==> src/rtl/spi_pkg.sv <==
`default_nettype none
// ============================================================================
// Module  : spi_pkg
// Brief   : Command codes, FSM state encoding and counter sizing shared by the
//           spi_master_seq top and its frame shifter.
// Rev     : 1.0  initial release
// ============================================================================
package spi_pkg;

   localparam logic [1:0] CMD_WR_ADDR = 2'b00;
   localparam logic [1:0] CMD_WR_DATA = 2'b01;
   localparam logic [1:0] CMD_RD_ADDR = 2'b10;
   localparam logic [1:0] CMD_RD_DATA = 2'b11;

   typedef logic [2:0] spi_state_t;
   localparam spi_state_t ST_IDLE  = 3'd0;
   localparam spi_state_t ST_SEL   = 3'd1;
   localparam spi_state_t ST_SHIFT = 3'd2;
   localparam spi_state_t ST_TURN  = 3'd3;
   localparam spi_state_t ST_RECV  = 3'd4;
   localparam spi_state_t ST_GAP   = 3'd5;

   localparam int CNT_W = 16;
   localparam logic [CNT_W-1:0] SHIFT_LAST = CNT_W'(9);
   localparam logic [CNT_W-1:0] RECV_LAST  = CNT_W'(7);

   function automatic logic [1:0] frame_cmd(input logic rd, input logic data_frame);
      logic [1:0] cmd;
      case ({rd, data_frame})
         2'b00:   cmd = CMD_WR_ADDR;
         2'b01:   cmd = CMD_WR_DATA;
         2'b10:   cmd = CMD_RD_ADDR;
         default: cmd = CMD_RD_DATA;
      endcase
      return cmd;
   endfunction

endpackage
`default_nettype wire

==> src/rtl/spi_master_seq_if.sv <==
`default_nettype none
// ============================================================================
// Module  : spi_master_seq_if
// Brief   : Host request/response bundle of spi_master_seq.
// Rev     : 1.0  initial release
// ============================================================================
interface spi_master_seq_if;
   logic       req_valid;
   logic       req_ready;
   logic       req_rd;
   logic [7:0] req_addr;
   logic [7:0] req_wdata;
   logic       rsp_valid;
   logic [7:0] rsp_rdata;
   logic       busy;

   modport master (
      output req_valid, req_rd, req_addr, req_wdata,
      input  req_ready, rsp_valid, rsp_rdata, busy
   );

   modport slave (
      input  req_valid, req_rd, req_addr, req_wdata,
      output req_ready, rsp_valid, rsp_rdata, busy
   );
endinterface
`default_nettype wire

==> src/rtl/spi_frame_shifter.sv <==
`default_nettype none
// ============================================================================
// Module  : spi_frame_shifter
// Brief   : 10-bit MOSI shift register, 8-bit MISO shift register and the
//           per-state cycle counter, sequenced by spi_master_seq.
// Rev     : 1.0  initial release
// ============================================================================
module spi_frame_shifter
   import spi_pkg::*;
(
   input  wire logic             clk,
   input  wire logic             rst_n,
   input  wire logic             i_load,
   input  wire logic [9:0]       i_payload,
   input  wire logic             i_shift,
   input  wire logic             i_recv,
   input  wire logic             i_miso,
   input  wire logic             i_cnt_clr,
   output logic                  o_mosi_bit,
   output logic [CNT_W-1:0]      o_cnt,
   output logic [7:0]            o_rx_next
);

   logic [9:0]       r_tx;
   logic [7:0]       r_rx;
   logic [CNT_W-1:0] r_cnt;

   // Next receive value is exported so the top can capture the byte on the
   // same edge as the last sample.
   assign o_rx_next  = {r_rx[6:0], i_miso};
   assign o_mosi_bit = r_tx[9];
   assign o_cnt      = r_cnt;

   always_ff @(posedge clk or negedge rst_n) begin
      if (!rst_n) begin
         r_tx  <= '0;
         r_rx  <= '0;
         r_cnt <= '0;
      end else begin
         if (i_load) begin
            r_tx <= i_payload;
         end else if (i_shift) begin
            r_tx <= {r_tx[8:0], 1'b0};
         end

         if (i_recv) begin
            r_rx <= o_rx_next;
         end

         if (i_cnt_clr) begin
            r_cnt <= '0;
         end else begin
            r_cnt <= r_cnt + CNT_W'(1);
         end
      end
   end

endmodule
`default_nettype wire

==> src/rtl/spi_master_seq.sv <==
`default_nettype none
// ============================================================================
// Module  : spi_master_seq
// Brief   : Host-request to two-frame SPI memory transaction sequencer.
//           Optional SPI_MASTER_ADDR_SKIP_EN skips a repeated address frame.
// Rev     : 1.0  initial release
// ============================================================================
module spi_master_seq
   import spi_pkg::*;
#(
   parameter int TURN_CYCLES = 2,
   parameter int GAP_CYCLES  = 1
)(
   input  wire logic          clk,
   input  wire logic          rst_n,
   spi_master_seq_if.slave    bus,
   output logic               SS_n,
   output logic               MOSI,
   input  wire logic          MISO
);

   localparam logic [CNT_W-1:0] TURN_LAST = CNT_W'((TURN_CYCLES > 0) ? TURN_CYCLES - 1 : 0);
   localparam logic [CNT_W-1:0] GAP_LAST  = CNT_W'((GAP_CYCLES  > 0) ? GAP_CYCLES  - 1 : 0);

   spi_state_t       r_state;
   spi_state_t       w_next_state;
   logic             r_ready_en;
   logic             r_rd;
   logic [7:0]       r_addr;
   logic [7:0]       r_wdata;
   logic             r_data_frame;
   logic             r_rsp_valid;
   logic [7:0]       r_rsp_rdata;

   logic             w_req_ready;
   logic             w_busy;
   logic             w_accept;
   logic             w_skip;
   logic [9:0]       w_payload;
   logic             w_load;
   logic             w_shift;
   logic             w_recv;
   logic             w_cnt_clr;
   logic             w_tx_bit;
   logic [CNT_W-1:0] w_cnt;
   logic [7:0]       w_rx_next;

   assign w_accept  = bus.req_valid && w_req_ready;
   assign w_payload = {frame_cmd(r_rd, r_data_frame),
                       r_data_frame ? (r_rd ? 8'h00 : r_wdata) : r_addr};

   assign bus.req_ready = w_req_ready;
   assign bus.busy      = w_busy;
   assign bus.rsp_valid = r_rsp_valid;
   assign bus.rsp_rdata = r_rsp_rdata;

   spi_frame_shifter u_shifter (
      .clk        (clk),
      .rst_n      (rst_n),
      .i_load     (w_load),
      .i_payload  (w_payload),
      .i_shift    (w_shift),
      .i_recv     (w_recv),
      .i_miso     (MISO),
      .i_cnt_clr  (w_cnt_clr),
      .o_mosi_bit (w_tx_bit),
      .o_cnt      (w_cnt),
      .o_rx_next  (w_rx_next)
   );

   always_ff @(posedge clk or negedge rst_n) begin
      if (!rst_n) begin
         r_state <= ST_IDLE;
      end else begin
         r_state <= w_next_state;
      end
   end

   always_comb begin
      w_next_state = r_state;
      case (r_state)
         ST_IDLE: begin
            if (w_accept) w_next_state = ST_SEL;
         end
         ST_SEL: begin
            w_next_state = ST_SHIFT;
         end
         ST_SHIFT: begin
            if (w_cnt == SHIFT_LAST) begin
               if (r_data_frame && r_rd) begin
                  w_next_state = (TURN_CYCLES > 0) ? ST_TURN : ST_RECV;
               end else begin
                  w_next_state = ST_GAP;
               end
            end
         end
         ST_TURN: begin
            if (w_cnt == TURN_LAST) w_next_state = ST_RECV;
         end
         ST_RECV: begin
            if (w_cnt == RECV_LAST) w_next_state = ST_GAP;
         end
         ST_GAP: begin
            if (w_cnt == GAP_LAST) w_next_state = r_data_frame ? ST_IDLE : ST_SEL;
         end
         default: begin
            w_next_state = ST_IDLE;
         end
      endcase
   end

   always_comb begin
      SS_n        = 1'b1;
      MOSI        = 1'b0;
      w_busy      = (r_state != ST_IDLE);
      w_req_ready = r_ready_en && (r_state == ST_IDLE);
      w_load      = (r_state == ST_SEL);
      w_shift     = (r_state == ST_SHIFT);
      w_recv      = (r_state == ST_RECV);
      w_cnt_clr   = (w_next_state != r_state);
      case (r_state)
         ST_SEL: begin
            SS_n = 1'b0;
            MOSI = w_payload[9];
         end
         ST_SHIFT: begin
            SS_n = 1'b0;
            MOSI = w_tx_bit;
         end
         ST_TURN, ST_RECV: begin
            SS_n = 1'b0;
         end
         default: begin
            SS_n = 1'b1;
         end
      endcase
   end

   // Ready is held off until the first edge after reset release.
   always_ff @(posedge clk or negedge rst_n) begin
      if (!rst_n) begin
         r_ready_en   <= 1'b0;
         r_rd         <= 1'b0;
         r_addr       <= '0;
         r_wdata      <= '0;
         r_data_frame <= 1'b0;
         r_rsp_valid  <= 1'b0;
         r_rsp_rdata  <= '0;
      end else begin
         r_ready_en  <= 1'b1;
         r_rsp_valid <= (r_state == ST_RECV) && (w_cnt == RECV_LAST);
         if ((r_state == ST_RECV) && (w_cnt == RECV_LAST)) begin
            r_rsp_rdata <= w_rx_next;
         end
         if (w_accept) begin
            r_rd         <= bus.req_rd;
            r_addr       <= bus.req_addr;
            r_wdata      <= bus.req_wdata;
            r_data_frame <= w_skip;
         end else if ((r_state == ST_GAP) && (w_cnt == GAP_LAST)) begin
            r_data_frame <= 1'b1;
         end
      end
   end

`ifdef SPI_MASTER_ADDR_SKIP_EN
   logic       r_wr_addr_vld;
   logic [7:0] r_wr_addr;
   logic       r_rd_addr_vld;
   logic [7:0] r_rd_addr;

   assign w_skip = bus.req_rd ? (r_rd_addr_vld && (bus.req_addr == r_rd_addr))
                              : (r_wr_addr_vld && (bus.req_addr == r_wr_addr));

   // The cached address becomes valid once its address frame has been shifted out.
   always_ff @(posedge clk or negedge rst_n) begin
      if (!rst_n) begin
         r_wr_addr_vld <= 1'b0;
         r_wr_addr     <= '0;
         r_rd_addr_vld <= 1'b0;
         r_rd_addr     <= '0;
      end else if ((r_state == ST_SHIFT) && (w_cnt == SHIFT_LAST) && !r_data_frame) begin
         if (r_rd) begin
            r_rd_addr_vld <= 1'b1;
            r_rd_addr     <= r_addr;
         end else begin
            r_wr_addr_vld <= 1'b1;
            r_wr_addr     <= r_addr;
         end
      end
   end
`else
   assign w_skip = 1'b0;
`endif

endmodule
`default_nettype wire
==> src/flat_wrapper.sv <==
// flat-port wrapper written by rule: the top's interface ports become plain ports
module spi_master_seq_flat import spi_pkg::*;
#(
   parameter int TURN_CYCLES = 2,
   parameter int GAP_CYCLES  = 1
)
  (clk, rst_n, SS_n, MOSI, MISO, bus_req_valid, bus_req_rd, bus_req_addr, bus_req_wdata, bus_req_ready, bus_rsp_valid, bus_rsp_rdata, bus_busy);
  spi_master_seq_if bus_i ();
  input  wire logic clk;
  input  wire logic rst_n;
  output logic SS_n;
  output logic MOSI;
  input  wire logic MISO;
  input wire logic [$bits(bus_i.req_valid)-1:0] bus_req_valid;
  input wire logic [$bits(bus_i.req_rd)-1:0] bus_req_rd;
  input wire logic [$bits(bus_i.req_addr)-1:0] bus_req_addr;
  input wire logic [$bits(bus_i.req_wdata)-1:0] bus_req_wdata;
  output wire logic [$bits(bus_i.req_ready)-1:0] bus_req_ready;
  output wire logic [$bits(bus_i.rsp_valid)-1:0] bus_rsp_valid;
  output wire logic [$bits(bus_i.rsp_rdata)-1:0] bus_rsp_rdata;
  output wire logic [$bits(bus_i.busy)-1:0] bus_busy;
  assign bus_i.req_valid = bus_req_valid;
  assign bus_i.req_rd = bus_req_rd;
  assign bus_i.req_addr = bus_req_addr;
  assign bus_i.req_wdata = bus_req_wdata;
  assign bus_req_ready = bus_i.req_ready;
  assign bus_rsp_valid = bus_i.rsp_valid;
  assign bus_rsp_rdata = bus_i.rsp_rdata;
  assign bus_busy = bus_i.busy;
  spi_master_seq #(.TURN_CYCLES(TURN_CYCLES), .GAP_CYCLES(GAP_CYCLES)) u_core (.clk(clk), .rst_n(rst_n), .bus(bus_i), .SS_n(SS_n), .MOSI(MOSI), .MISO(MISO));
endmodule
==> config.mk <==
export PLATFORM = sky130hd
export DESIGN_NAME = spi_master_seq_flat
export DESIGN_NICKNAME = d
export VERILOG_FILES = /design/src/rtl/spi_pkg.sv /design/src/rtl/spi_master_seq_if.sv /design/src/rtl/spi_frame_shifter.sv /design/src/rtl/spi_master_seq.sv /design/src/flat_wrapper.sv
export SDC_FILE = /design/constraint.sdc
export NUM_CORES = 1
export LEC_CHECK = 0
export ABC_CLOCK_PERIOD_IN_PS = 6150
export CAP_MARGIN = 30
export CORE_ASPECT_RATIO = 0.6
export CORE_MARGIN = 4
export CORE_UTILIZATION = 60
export DETAILED_ROUTE_END_ITERATION = 8
export PLACE_DENSITY = 0.89
export SETUP_SLACK_MARGIN = 0.5
export SYNTH_ARGS = -nofsm -noshare
export SYNTH_HDL_FRONTEND = slang
export SYNTH_HIERARCHICAL = 1
export SYNTH_SLANG_ARGS = --single-unit
==> constraint.sdc <==
create_clock -name clk -period 6.15 [get_ports clk]
set_input_delay 1.23 -clock clk [delete_from_list [all_inputs] [get_ports clk]]
set_output_delay 1.23 -clock clk [all_outputs]
set_load 0.02 [all_outputs]
=== After elaboration in Yosys (flattened, before gate mapping) ===
Cells that the tools add are included.

* Add/subtract/negate cells: 1
* Equality and inequality tests: 11
* Mux-type cells: 18
* Reductions and logical operators: 12

{| class="wikitable"
|+ Operator list
! operator !! count
|-
| 2-to-1 mux 10 bit || 2
|-
| 2-to-1 mux 3 bit || 6
|-
| case mux 3 bit (6 select lines) || 1
|-
| adder 16 x 1 -> 16 bit (second input constant) || 1
|-
| == test 16 x 1 -> 1 bit (second input constant) || 1
|-
| == test 16 x 3 -> 1 bit (second input constant) || 1
|-
| == test 16 x 4 -> 1 bit (second input constant) || 1
|-
| zero test 16 bit || 1
|-
| 2-to-1 mux 16 bit || 1
|-
| 2-to-1 mux 8 bit || 2
|-
| == test 3 x 2 -> 1 bit (second input constant) || 2
|-
| == test 3 bit (second input constant) || 2
|-
| case mux 2 bit (3 select lines) || 1
|-
| logical AND 1 bit || 5
|-
| 2-to-1 mux 1 bit || 4
|-
| nonzero test 2 bit || 2
|-
| OR reduction 4 bit || 1
|-
| == test 3 x 1 -> 1 bit (second input constant) || 1
|-
| zero test 3 bit || 1
|-
| != test 3 bit || 1
|-
| nonzero test 3 bit || 1
|-
| == test 2 x 1 -> 1 bit (second input constant) || 1
|-
| == test 2 bit (second input constant) || 1
|-
| zero test 2 bit || 1
|-
| case mux 1 bit (2 select lines) || 1
|}

* Bits in registers: 64
* Bits of input ports: 21

=== Longest topological paths before layout ===
* Word-level depth: 7
* Depth in mapped cells: 8
* Depth with buffers taken out: 6

=== By module ===
Netlist, hierarchy kept.

{| class="wikitable"
|+ By module, submodules not included
! module !! times used !! cells an instance !! area an instance (µm²) !! seq. area each (µm²)
|-
| spi_master_seq || 1 || 151 || 1559.0 || 775.7
|-
| spi_frame_shifter || 1 || 138 || 1520.2 || 825.8
|}

=== Least setup slack after synthesis ===
Ideal clock, no wire load.

* Path type: input port to flip-flop
* Start point: in bus_req_valid
* End point: reg u_core.u_shifter.r_cnt[10], in the netlist u_core/u_shifter/o_cnt[10]
* Arrival: 2.589 ns
* Slack: 3.483 ns
* Stages on the path: 6
* Cell sequence: and3_1 > buf_2 > or4_1 > clkbuf_1 > buf_1 > a21oi_1

* Longest elaborated chain between the ends: 5

{| class="wikitable"
|+ RTL lines
! what !! RTL line !! text
|-
| start, declared || flat_wrapper.sv:14 || <nowiki>input wire logic [$bits(bus_i.req_valid)-1:0] bus_req_valid;</nowiki>
|-
| logical AND 1 bit || spi_master_seq.sv:48 || <nowiki>assign w_accept = bus.req_valid && w_req_ready;</nowiki>
|-
| 2-to-1 mux 3 bit || spi_master_seq.sv:83 || <nowiki>if (w_accept) w_next_state = ST_SEL;</nowiki>
|-
| case mux 3 bit (6 select lines) || spi_master_seq.sv:81 || <nowiki>case (r_state)</nowiki>
|-
| != test 3 bit || spi_master_seq.sv:120 || <nowiki>w_cnt_clr = (w_next_state != r_state);</nowiki>
|-
| net u_core.w_cnt_clr || spi_master_seq.sv:43 || <nowiki>logic w_cnt_clr;</nowiki>
|-
| 2-to-1 mux 16 bit || spi_frame_shifter.sv:50 || <nowiki>if (i_cnt_clr) begin</nowiki>
|-
| end signal, assigned || spi_frame_shifter.sv:53 || <nowiki>r_cnt <= r_cnt + CNT_W'(1);</nowiki>
|-
| end, declared || spi_frame_shifter.sv:26 || <nowiki>logic [CNT_W-1:0] r_cnt;</nowiki>
|}

The timed path passes the listed nets, and every way through them passes these cells.
A chain may end at the register's enable or synchronous reset.

=== Worst setup path in the final report ===
* Start point: reg u_core.r_state[2]
* End point: out MOSI

* Longest elaborated chain between the ends: 2
* Elaborated cells on any way between the ends: 3
* Classes of those cells: eq/ne: 2; mux: 1

{| class="wikitable"
|+ RTL lines
! what !! RTL line !! text
|-
| start, declared || spi_master_seq.sv:25 || <nowiki>spi_state_t r_state;</nowiki>
|-
| start signal, assigned || spi_master_seq.sv:75 || <nowiki>r_state <= w_next_state;</nowiki>
|-
| == test 3 x 2 -> 1 bit || n/a ||
|-
| net u_core.w_shift || spi_master_seq.sv:41 || <nowiki>logic w_shift;</nowiki>
|-
| case mux 1 bit (2 select lines) || spi_master_seq.sv:121 || <nowiki>case (r_state)</nowiki>
|-
| end, declared || flat_wrapper.sv:12 || <nowiki>output logic MOSI;</nowiki>
|}

The timed path passes the listed nets, and every way through them passes these cells.

==> impl_metrics.csv <==
group,metric,value,unit
outcome,status,"completed",
sta,slew_headroom,36.1,%
clocking,cts-root-buf,"clkbuf_8",
sta,maxClockFrequency,0.290,GHz
cells_and_area,design_area,0.00366,mm²
clocking,post_cts_buffers,0,
drt,routed_wl,6640,µm
run,maxCapViolations,0,
synth,avgSynthCellArea,10.7,µm²
worst_setup_path,crit_path_top_delay_cell,"clkdlybuf4s50_1",
worst_setup_path,crit_arrival,2.22,ns
synth,ys_async_sr_fraction,100,%
hold_path,hp-class,"reg -> reg",
synth,ys_ff_latch,64,
place,dp_worst_setup_slack,2.47,ns
floorplan,die_w,100,µm
grt,grtUsageTotal,22.2,%
worst_setup_path,required,4.92,ns
sta,finClkSkew,0.00643,ns
worst_setup_path,slowest_delay,0.59,ns
synth,synthFlopType,"dfrtp_1",
sta,setup_viol,0,
clocking,cts_resized,0,
drt,drc,0,
sta,holdWs,0.512,ns
power_and_ir_drop,leakage,1.62,nW
place,dpl-instance-area,0.00343,mm²
sta,timing.final.ws_setup,2.70,ns
drt,wl_per_cell,17.2,µm
sta,min_period_over_period,56.1,%
floorplan,io_pins,34,
sta,post-route-min-period,3.45,ns
clocking,clk_pin_slew,0.07,ns
drt,viasPerCell,5.98,
sta,hold_violations,0,
clocking,ctsHoldBuffers,0,
synth,synth_edf_count,0,
drt,drtPass1Iterations,5,
cells_and_area,final_cell_mix,"dfrtp_1, clkdlybuf4s50_1, nand2_1",
drt,drt_iter0_drc,239,
floorplan,die_h,63.5,µm
grt,gr-total-overflow,0,
worst_setup_path,cp-start-kind,"register",
worst_setup_path,critical-path-top-delay-family,"buffers and inverters",
power_and_ir_drop,worst_ir_drop_vdd,259,µV
floorplan,rows,19,
cells_and_area,area_growth,18.9,%
clocking,cts-htree-levels,3,
clocking,cts_buffers,9,
clocking,cts.sinks,64,
cells_and_area,drive_above_1_share,17.0,%
sta,drv_slew,0,
clocking,cts_tree,"built",
grt,grt_max_degree,65,
cells_and_area,diodes,0,
floorplan,dieArea,0.00638,mm²
synth,yosysWarnings,6,
grt,antenna_found_initial,0,
sta,grt_setup_unrepaired,"no",
cells_and_area,layout_commonest_cell,"dfrtp_1",
cells_and_area,nNetsFinal,340,
synth,synth_nets,311,
synth,synth_seq_area_share,52.0,%
clocking,clk_latency,0.34,ns
floorplan,start_util,64.8,%
sta,fin_tns_setup,0,ns
grt,grt_pass1_wl,10900,µm
worst_setup_path,crit_fanout,11,
worst_setup_path,cp_cell_sequence,"nand2b_1, nor2_1, buf_4, a22o_1, clkdlybuf4s50_1",
floorplan,coreArea,0.00475,mm²
clocking,cts_buffer_depth,2,
place,gp_congestion,0.809,
synth,synth.distinct_cells,45,
grt,grt_pass1_vias,2201,
worst_setup_path,critPathKind,"reg -> out",
worst_setup_path,end_kind,"output port",
worst_setup_path,path_buf_inv,2,
power_and_ir_drop,powerDensity,414,mW/mm²
synth,synth_area,0.00308,mm²
synth,synthCells,289,
drt,postRouteAntennaNets,0,
place,hpwl,4480,µm
place,port_buffers,33,
drt,vias,2309,
sta,tightest_slew,0.958,ns
routing by layer:
metal	routed length (µm)	part of all wire (%)	GRT usage, %	vias up
li1	-	-	-	1082
met1	3120	47	33.5	1114
met2	2920	44	29.0	97
met3	504	7.6	8.05	16
met4	102	1.5	7.73	0
met5	0	0	0	-
cells by family (layout without fill, tap and decap cells):
| family | Yosys count | after routing | share of synthesized area [%] |
|---|---|---|---|
| buffers and inverters | 32 | 66 | 4.27 |
| xor gates and xnor gates | 3 | 3 | 0.853 |
| AOI/OAI and AO/OA | 55 | 55 | 10.2 |
| other | 1 | 1 | 0.122 |
| adders and majority gates | 1 | 1 | 0.406 |
| and+or+nand+nor | 95 | 95 | 18.6 |
| DFF | 64 | 64 | 52.0 |
| muxes | 38 | 38 | 13.5 |
layout make-up:
| type | instances | area [µm²] |
|---|---|---|
| flip-flops and latches | 64 | 1600 |
| multi-input cells | 193 | 1350 |
| fillers | 320 | 1090 |
| repair buffers | 36 | 348 |
| clock buffers | 11 | 151 |
| clock inverters | 5 | 78.8 |
| well taps | 63 | 78.8 |
| inverters | 14 | 52.6 |
worst paths after layout:
check,slack (ns),endpoint,startpoint,cells past startpoint
setup / recovery,2.70,MOSI,u_core/r_state[2],5
hold / removal,0.51,u_core/u_shifter/r_rx[6],u_core/u_shifter/r_rx[6],1
setup reg to reg,3.28,u_core/u_shifter/o_cnt[13],u_core/r_state[0],5
hold reg to reg,0.51,u_core/u_shifter/r_rx[6],u_core/u_shifter/r_rx[6],1
max in group asynchronous,4.58,u_core/r_addr[7],rst_n,2
min in group asynchronous,1.05,u_core/bus.rsp_rdata[0],rst_n,2
Yosys cell counts, types with 2 or more instances:
| cell | number | area share (%) |
|---|---|---|
| dfrtp_1 | 64 | 52 |
| nand4_4 | 2 | 1.4 |
| o21ai_0 | 23 | 3.7 |
| nor2b_1 | 6 | 1.2 |
| inv_1 | 14 | 1.7 |
| nand3_1 | 5 | 0.81 |
| or3_1 | 3 | 0.61 |
| buf_2 | 6 | 0.98 |
| or4_1 | 7 | 1.7 |
| nor2_1 | 12 | 1.5 |
| o21ai_1 | 8 | 1.3 |
| nor3_1 | 5 | 0.81 |
| xor2_1 | 2 | 0.57 |
| mux2i_1 | 10 | 3.3 |
| clkbuf_1 | 10 | 1.2 |
| nand2_1 | 30 | 3.7 |
| and2_1 | 2 | 0.41 |
| nor4_4 | 2 | 1.4 |
| nand2b_1 | 3 | 0.61 |
| a211oi_1 | 2 | 0.49 |
| o31ai_1 | 5 | 1.2 |
| mux2_1 | 2 | 0.73 |
| nor4_1 | 4 | 0.81 |
| a21oi_1 | 11 | 1.8 |
| nand4_1 | 6 | 1.2 |
| mux2_2 | 26 | 9.5 |
where the power goes:
part / internal (mW) / leakage, nW / switching [mW]
Combinational: 0.207 / 0.661 / 0.246
Clock: 0.250 / 0.119 / 0.157
Sequential: 0.542 / 0.839 / 0.116
per-stage QoR:
stage	cells	power, mW	util (%)
after floorplan	289	0.957	-
after global placement	370	1.07	72.2
after detailed placement	370	1.10	72.2
after CTS	386	1.52	77.0
after global routing	386	1.61	77.0
final	386	1.52	77.0
sequential cells by signal, indices dropped and copies added, names as in the netlist:
| signal | count |
|---|---|
| u_core/u_shifter/o_cnt | 16 |
| u_core/u_shifter/r_tx | 10 |
| u_core/r_rd | 1 |
| u_core/r_ready_en | 1 |
| u_core/u_shifter/r_rx | 7 |
| u_core/r_addr | 8 |
| u_core/r_wdata | 8 |
| u_core/r_state | 3 |
| u_core/bus.rsp_rdata | 8 |
| u_core/r_data_frame | 1 |
| u_core/bus.rsp_valid | 1 |
No activity file was read; power rests on OpenSTA's default activity.
==> RTL change 1, RTL diff (same settings) <==
The package constant `CNT_W` goes from 16 to 32.
--- a/src/rtl/spi_pkg.sv
+++ b/src/rtl/spi_pkg.sv
@@ -21,5 +21,5 @@
    localparam spi_state_t ST_GAP   = 3'd5;
 
-   localparam int CNT_W = 16;
+   localparam int CNT_W = 32;
    localparam logic [CNT_W-1:0] SHIFT_LAST = CNT_W'(9);
    localparam logic [CNT_W-1:0] RECV_LAST  = CNT_W'(7);
Check against the original RTL: same outputs for any inputs over 10 cycles, from zero or initial values and one cycle with rst_n low; that may be too few to reach the edited logic, so the function may still have changed.
==> RTL change 1 against the unedited design <==
  * Sequential cell count up 16
  * Die area is 26% higher
  * Design area rose by 25%
  * Wire length grew 33%
  * Synthesized area grew 29%
  * Total power is 9.1% higher
  * Worst hold slack worse by 40 ps
  * Setup slack got worse by 91 ps
  * Critical path type unchanged
==> RTL change 1: results (changes against the unedited design) <==
* Total Routing Usage GR at 0.232 (was 0.222)
* Reg2Reg Depth at 7 (was 5)
* Syn nets at 434 (was 311)
* DRT Pass-1 Iters at 6 (was 5)
* Post-synth top cells: 102 x nand2_1, 80 x dfrtp_1, 21 x o21ai_0, 20 x a21oi_1, 20 x nor2_1 (was 64 x dfrtp_1, 30 x nand2_1, 26 x mux2_2, 23 x o21ai_0, 14 x inv_1)
* Synth Area in Compound Gates at 0.106 (was 0.102)
* LEAKAGE at 2.03 nW (was 1.62 nW)
* Max IR drop VDD at 0.000231 V (was 0.000259 V)
* Status: completed (unchanged)
* Synth top area cells: dfrtp_1 51%, nand2_1 9.7%, o21ai_0 2.7% (was dfrtp_1 52%, mux2_2 9.5%, o21ai_0 3.7%)
* Mux contribution to synthesized area at 0.0452 (was 0.135)
* Post-Synth Adder-Cell Area at 0.00316 (was 0.00406)
* Gate Count Post-Synth at 412 (was 289)
* Sequential share of power at 0.443 (was 0.434)
* Net Sw Power at 0.000572 W (was 0.000518 W)
* Placed Cells at 513 (was 370)
* Critical hold path startpoint: u_core/bus.rsp_rdata[7]$_DFFE_PN0P_ (was u_core/u_shifter/r_rx[6]$_DFFE_PN0P_)
* Largest net degree at the start of global routing at 81 (was 65)
* Vias in the first global route at 3003 (was 2201)
* Dpl cell area at 4340 µm² (was 3430 µm²)
* Non-Filler Instances at 529 (was 386)
* First-pass GRT wire length at 14.8 mm (was 10.9 mm)
* Seq/Total Area, Yosys at 0.505 (was 0.520)
* Pin slew with the least headroom to its limit at 673 ps (was 958 ps)
* WHS at 472 ps (was 512 ps)
* Sw Share at 0.346 (was 0.342)
* Clock latency on the worst-skew pair at 360 ps (was 340 ps)
* Drt total wl at 8.85 mm (was 6.64 mm)
* CP arrival at 2310 ps (was 2220 ps)
* Pre-CTS setup slack at 3000 ps (was 2470 ps)
* Clock skew at 9.16 ps (was 6.43 ps)
* Share of cells above drive strength 1 at 0.0966 (was 0.170)
* Hold Path Stages at 2 (was 1)
* Reg2reg setup slack at 3680 ps (was 3280 ps)
* Iter 0 DRT Violations at 389 (was 239)
* Via density per instance at 6.09 (was 5.98)
* Synth cell types at 52 (was 45)
* Nets at 463 (was 340)
* Worst Hold Endpoint: u_core/bus.rsp_rdata[7]$_DFFE_PN0P_ (was u_core/u_shifter/r_rx[6]$_DFFE_PN0P_)
* CP Max Fanout at 21 (was 11)
* Logic pwr share at 0.296 (was 0.299)
* Worst r2r src: u_core/u_shifter/o_cnt[10]$_DFF_PN0_ (was u_core/r_state[0]$_DFF_PN0_)
[RTL change 1: changes by cell type after synthesis, sizes merged, moves of 6 or more]
cell	change
nand2	+71
mux2	-21
dfrtp	+16
o21ai	-10
a21oi	+9
inv	-9
a22o	+8
nor2	+8
or3	+8
nand3	+7
clkbuf	+6
xor2	+6
[RTL change 1: layout make-up]
| type | instances | area [µm²] |
|---|---|---|
| Tap cell | 84 | 105 |
| Sequential cell | 80 | 2000 |
| Clock buffer | 12 | 155 |
| Fill cell | 412 | 1660 |
| Clock inverter | 3 | 65.1 |
| Inverter | 6 | 22.5 |
| Timing Repair Buffer | 39 | 390 |
| Multi-Input combinational cell | 305 | 1850 |
[RTL change 1: routing by layer]
metal | share of wire | wire, µm | track usage | vias up
met5 | 0 | 0 | 0 | -
met4 | 0.018 | 161 | 0.0960 | 0
met3 | 0.049 | 430 | 0.0615 | 24
met2 | 0.46 | 4110 | 0.333 | 82
met1 | 0.47 | 4150 | 0.337 | 1581
li1 | - | - | - | 1536
==> RTL change 2, RTL diff (same settings) <==
Without the edit above. Build with the macro `SPI_MASTER_ADDR_SKIP_EN` defined.
--- a/src/rtl/spi_master_seq.sv
+++ b/src/rtl/spi_master_seq.sv
@@ -6,4 +6,6 @@
 // Rev     : 1.0  initial release
 // ============================================================================
+`define SPI_MASTER_ADDR_SKIP_EN
+
 module spi_master_seq
    import spi_pkg::*;
Function: no difference found for any inputs over 10 cycles, from zero or initial values and one cycle with rst_n low; that may be too few to reach the edited logic, so the function may still have changed.
==> RTL change 2 against the unedited design <==
  * First-iteration DRC count is 14% lower
  * Sequential share of layout area is 1.8 points higher
  * Total power is 17% higher
  * Wire length is 22% higher
  * Register-to-register slack worse by 290 ps
  * Sequential power is 26% higher
  * Utilization is 4.3 points lower
  * Critical path type unchanged
  * Synthesized area up 27%
  * Design area is 23% higher
  * Sequential cell count is 18 higher
  * Setup slack lost 420 ps
  * Largest cell class unchanged
==> RTL change 2: results (changes against the unedited design) <==
* Clock latency on the worst-skew pair at 360 ps (was 340 ps)
* Clk slew on worst S/H paths at 90 ps (was 70 ps)
* Dpl cell area at 4310 µm² (was 3430 µm²)
* Status: completed (unchanged)
* Crit path from: u_core/r_state[0]$_DFF_PN0_ (was u_core/r_state[2]$_DFF_PN0_)
* Syn nets at 373 (was 311)
* CP peak stage delay at 630 ps (was 590 ps)
* First-pass GRT wire length at 13.8 mm (was 10.9 mm)
* DP HPWL at 5.83 mm (was 4.48 mm)
* Largest net degree at the start of global routing at 63 (was 65)
* Vias at 2842 (was 2309)
* Nets at 403 (was 340)
* Pin slew with the least headroom to its limit at 1000 ps (was 958 ps)
* Reg2reg setup slack at 2990 ps (was 3280 ps)
* CP arrival at 2630 ps (was 2220 ps)
* Critical hold path startpoint: u_core/r_rd_addr_vld$_DFFE_PN0P_ (was u_core/u_shifter/r_rx[6]$_DFFE_PN0P_)
* Synth top area cells: dfrtp_1 53%, mux2_2 12%, o21ai_0 3.1% (was dfrtp_1 52%, mux2_2 9.5%, o21ai_0 3.7%)
* Routed len/inst at 17.2 µm (about the same)
* Total Routing Usage GR at 0.220 (was 0.222)
* Iter 0 DRT Violations at 205 (was 239)
* Worst r2r src: u_core/u_shifter/o_cnt[5]$_DFF_PN0_ (was u_core/r_state[0]$_DFF_PN0_)
* CP Max Fanout at 21 (was 11)
* Routability cong. at 0.785 (was 0.809)
* LEAKAGE at 1.96 nW (was 1.62 nW)
* Share of cells above drive strength 1 at 0.192 (was 0.170)
* Reg2Reg Depth at 8 (was 5)
* Clock Power at 0.000376 W (was 0.000406 W)
* WHS at 480 ps (was 512 ps)
* DRT Pass-1 Iters at 4 (was 5)
* Number of fillers in the final layout at 405 (was 320)
* Power density over cell area at 396 nW/µm² (was 414 nW/µm²)
* Critical path's slowest cell: dfrtp_1 (was clkdlybuf4s50_1)
## RTL change 2: changes by cell type after synthesis, moves of 3 or more
cell / unedited run / this run
a31oi_1: 0 / 4
buf_2: 6 / 1
clkbuf_1: 10 / 15
dfrtp_1: 64 / 82
mux2_2: 26 / 42
nand3_1: 5 / 8
nor4_1: 4 / 9
xnor2_1: 1 / 11
xor2_1: 2 / 8
## RTL change 2: kinds of logic after synthesis
family	after synthesis	synth area share
multiplexers	53	0.150
buffers and inverters	33	0.0331
adder cells (fa/ha/maj)	1	0.00321
XOR/XNOR	19	0.0427
AND/OR/NAND/NOR	106	0.163
AO/OA/AOI/OAI	56	0.0809
flip-flops	82	0.526
other	1	0.000962
## RTL change 2: final cells by class
cell class | instances | area, µm² | share of cell area
clock buffer | 10 | 138 | 0.0306
inverter | 15 | 56.3 | 0.0125
clock inverter | 6 | 55.1 | 0.0122
tap | 84 | 105 | 0.0233
timing repair buffer | 37 | 375 | 0.0833
multi-input combinational | 236 | 1720 | 0.382
sequential | 82 | 2050 | 0.456
## RTL change 2: stage by stage
stage / cells / worst slack (ps)
after floorplan: 351 / 3120
after global placement: 452 / 2750
after detailed placement: 454 / 2690
after CTS: 470 / 2270
after global routing: 470 / 2100
final: 470 / 2290
## RTL change 2: worst max-delay path: cells and delay by family, from the launching register on
family / cells / cell delay (ps)
AOI/OAI and AO/OA: 1 / 210
and+or+nand+nor: 2 / 840
buffers and inverters: 1 / 600
DFF: 1 / 630
## RTL change 2: routing by layer
| metal | vias to the layer above | part of all wire | global-route usage |
|---|---|---|---|
| met2 | 103 | 0.45 | 0.329 |
| met5 | - | 0 | 0 |
| met3 | 18 | 0.076 | 0.0519 |
| met1 | 1404 | 0.46 | 0.318 |
| met4 | 0 | 0.017 | 0.0720 |
| li1 | 1317 | - | - |
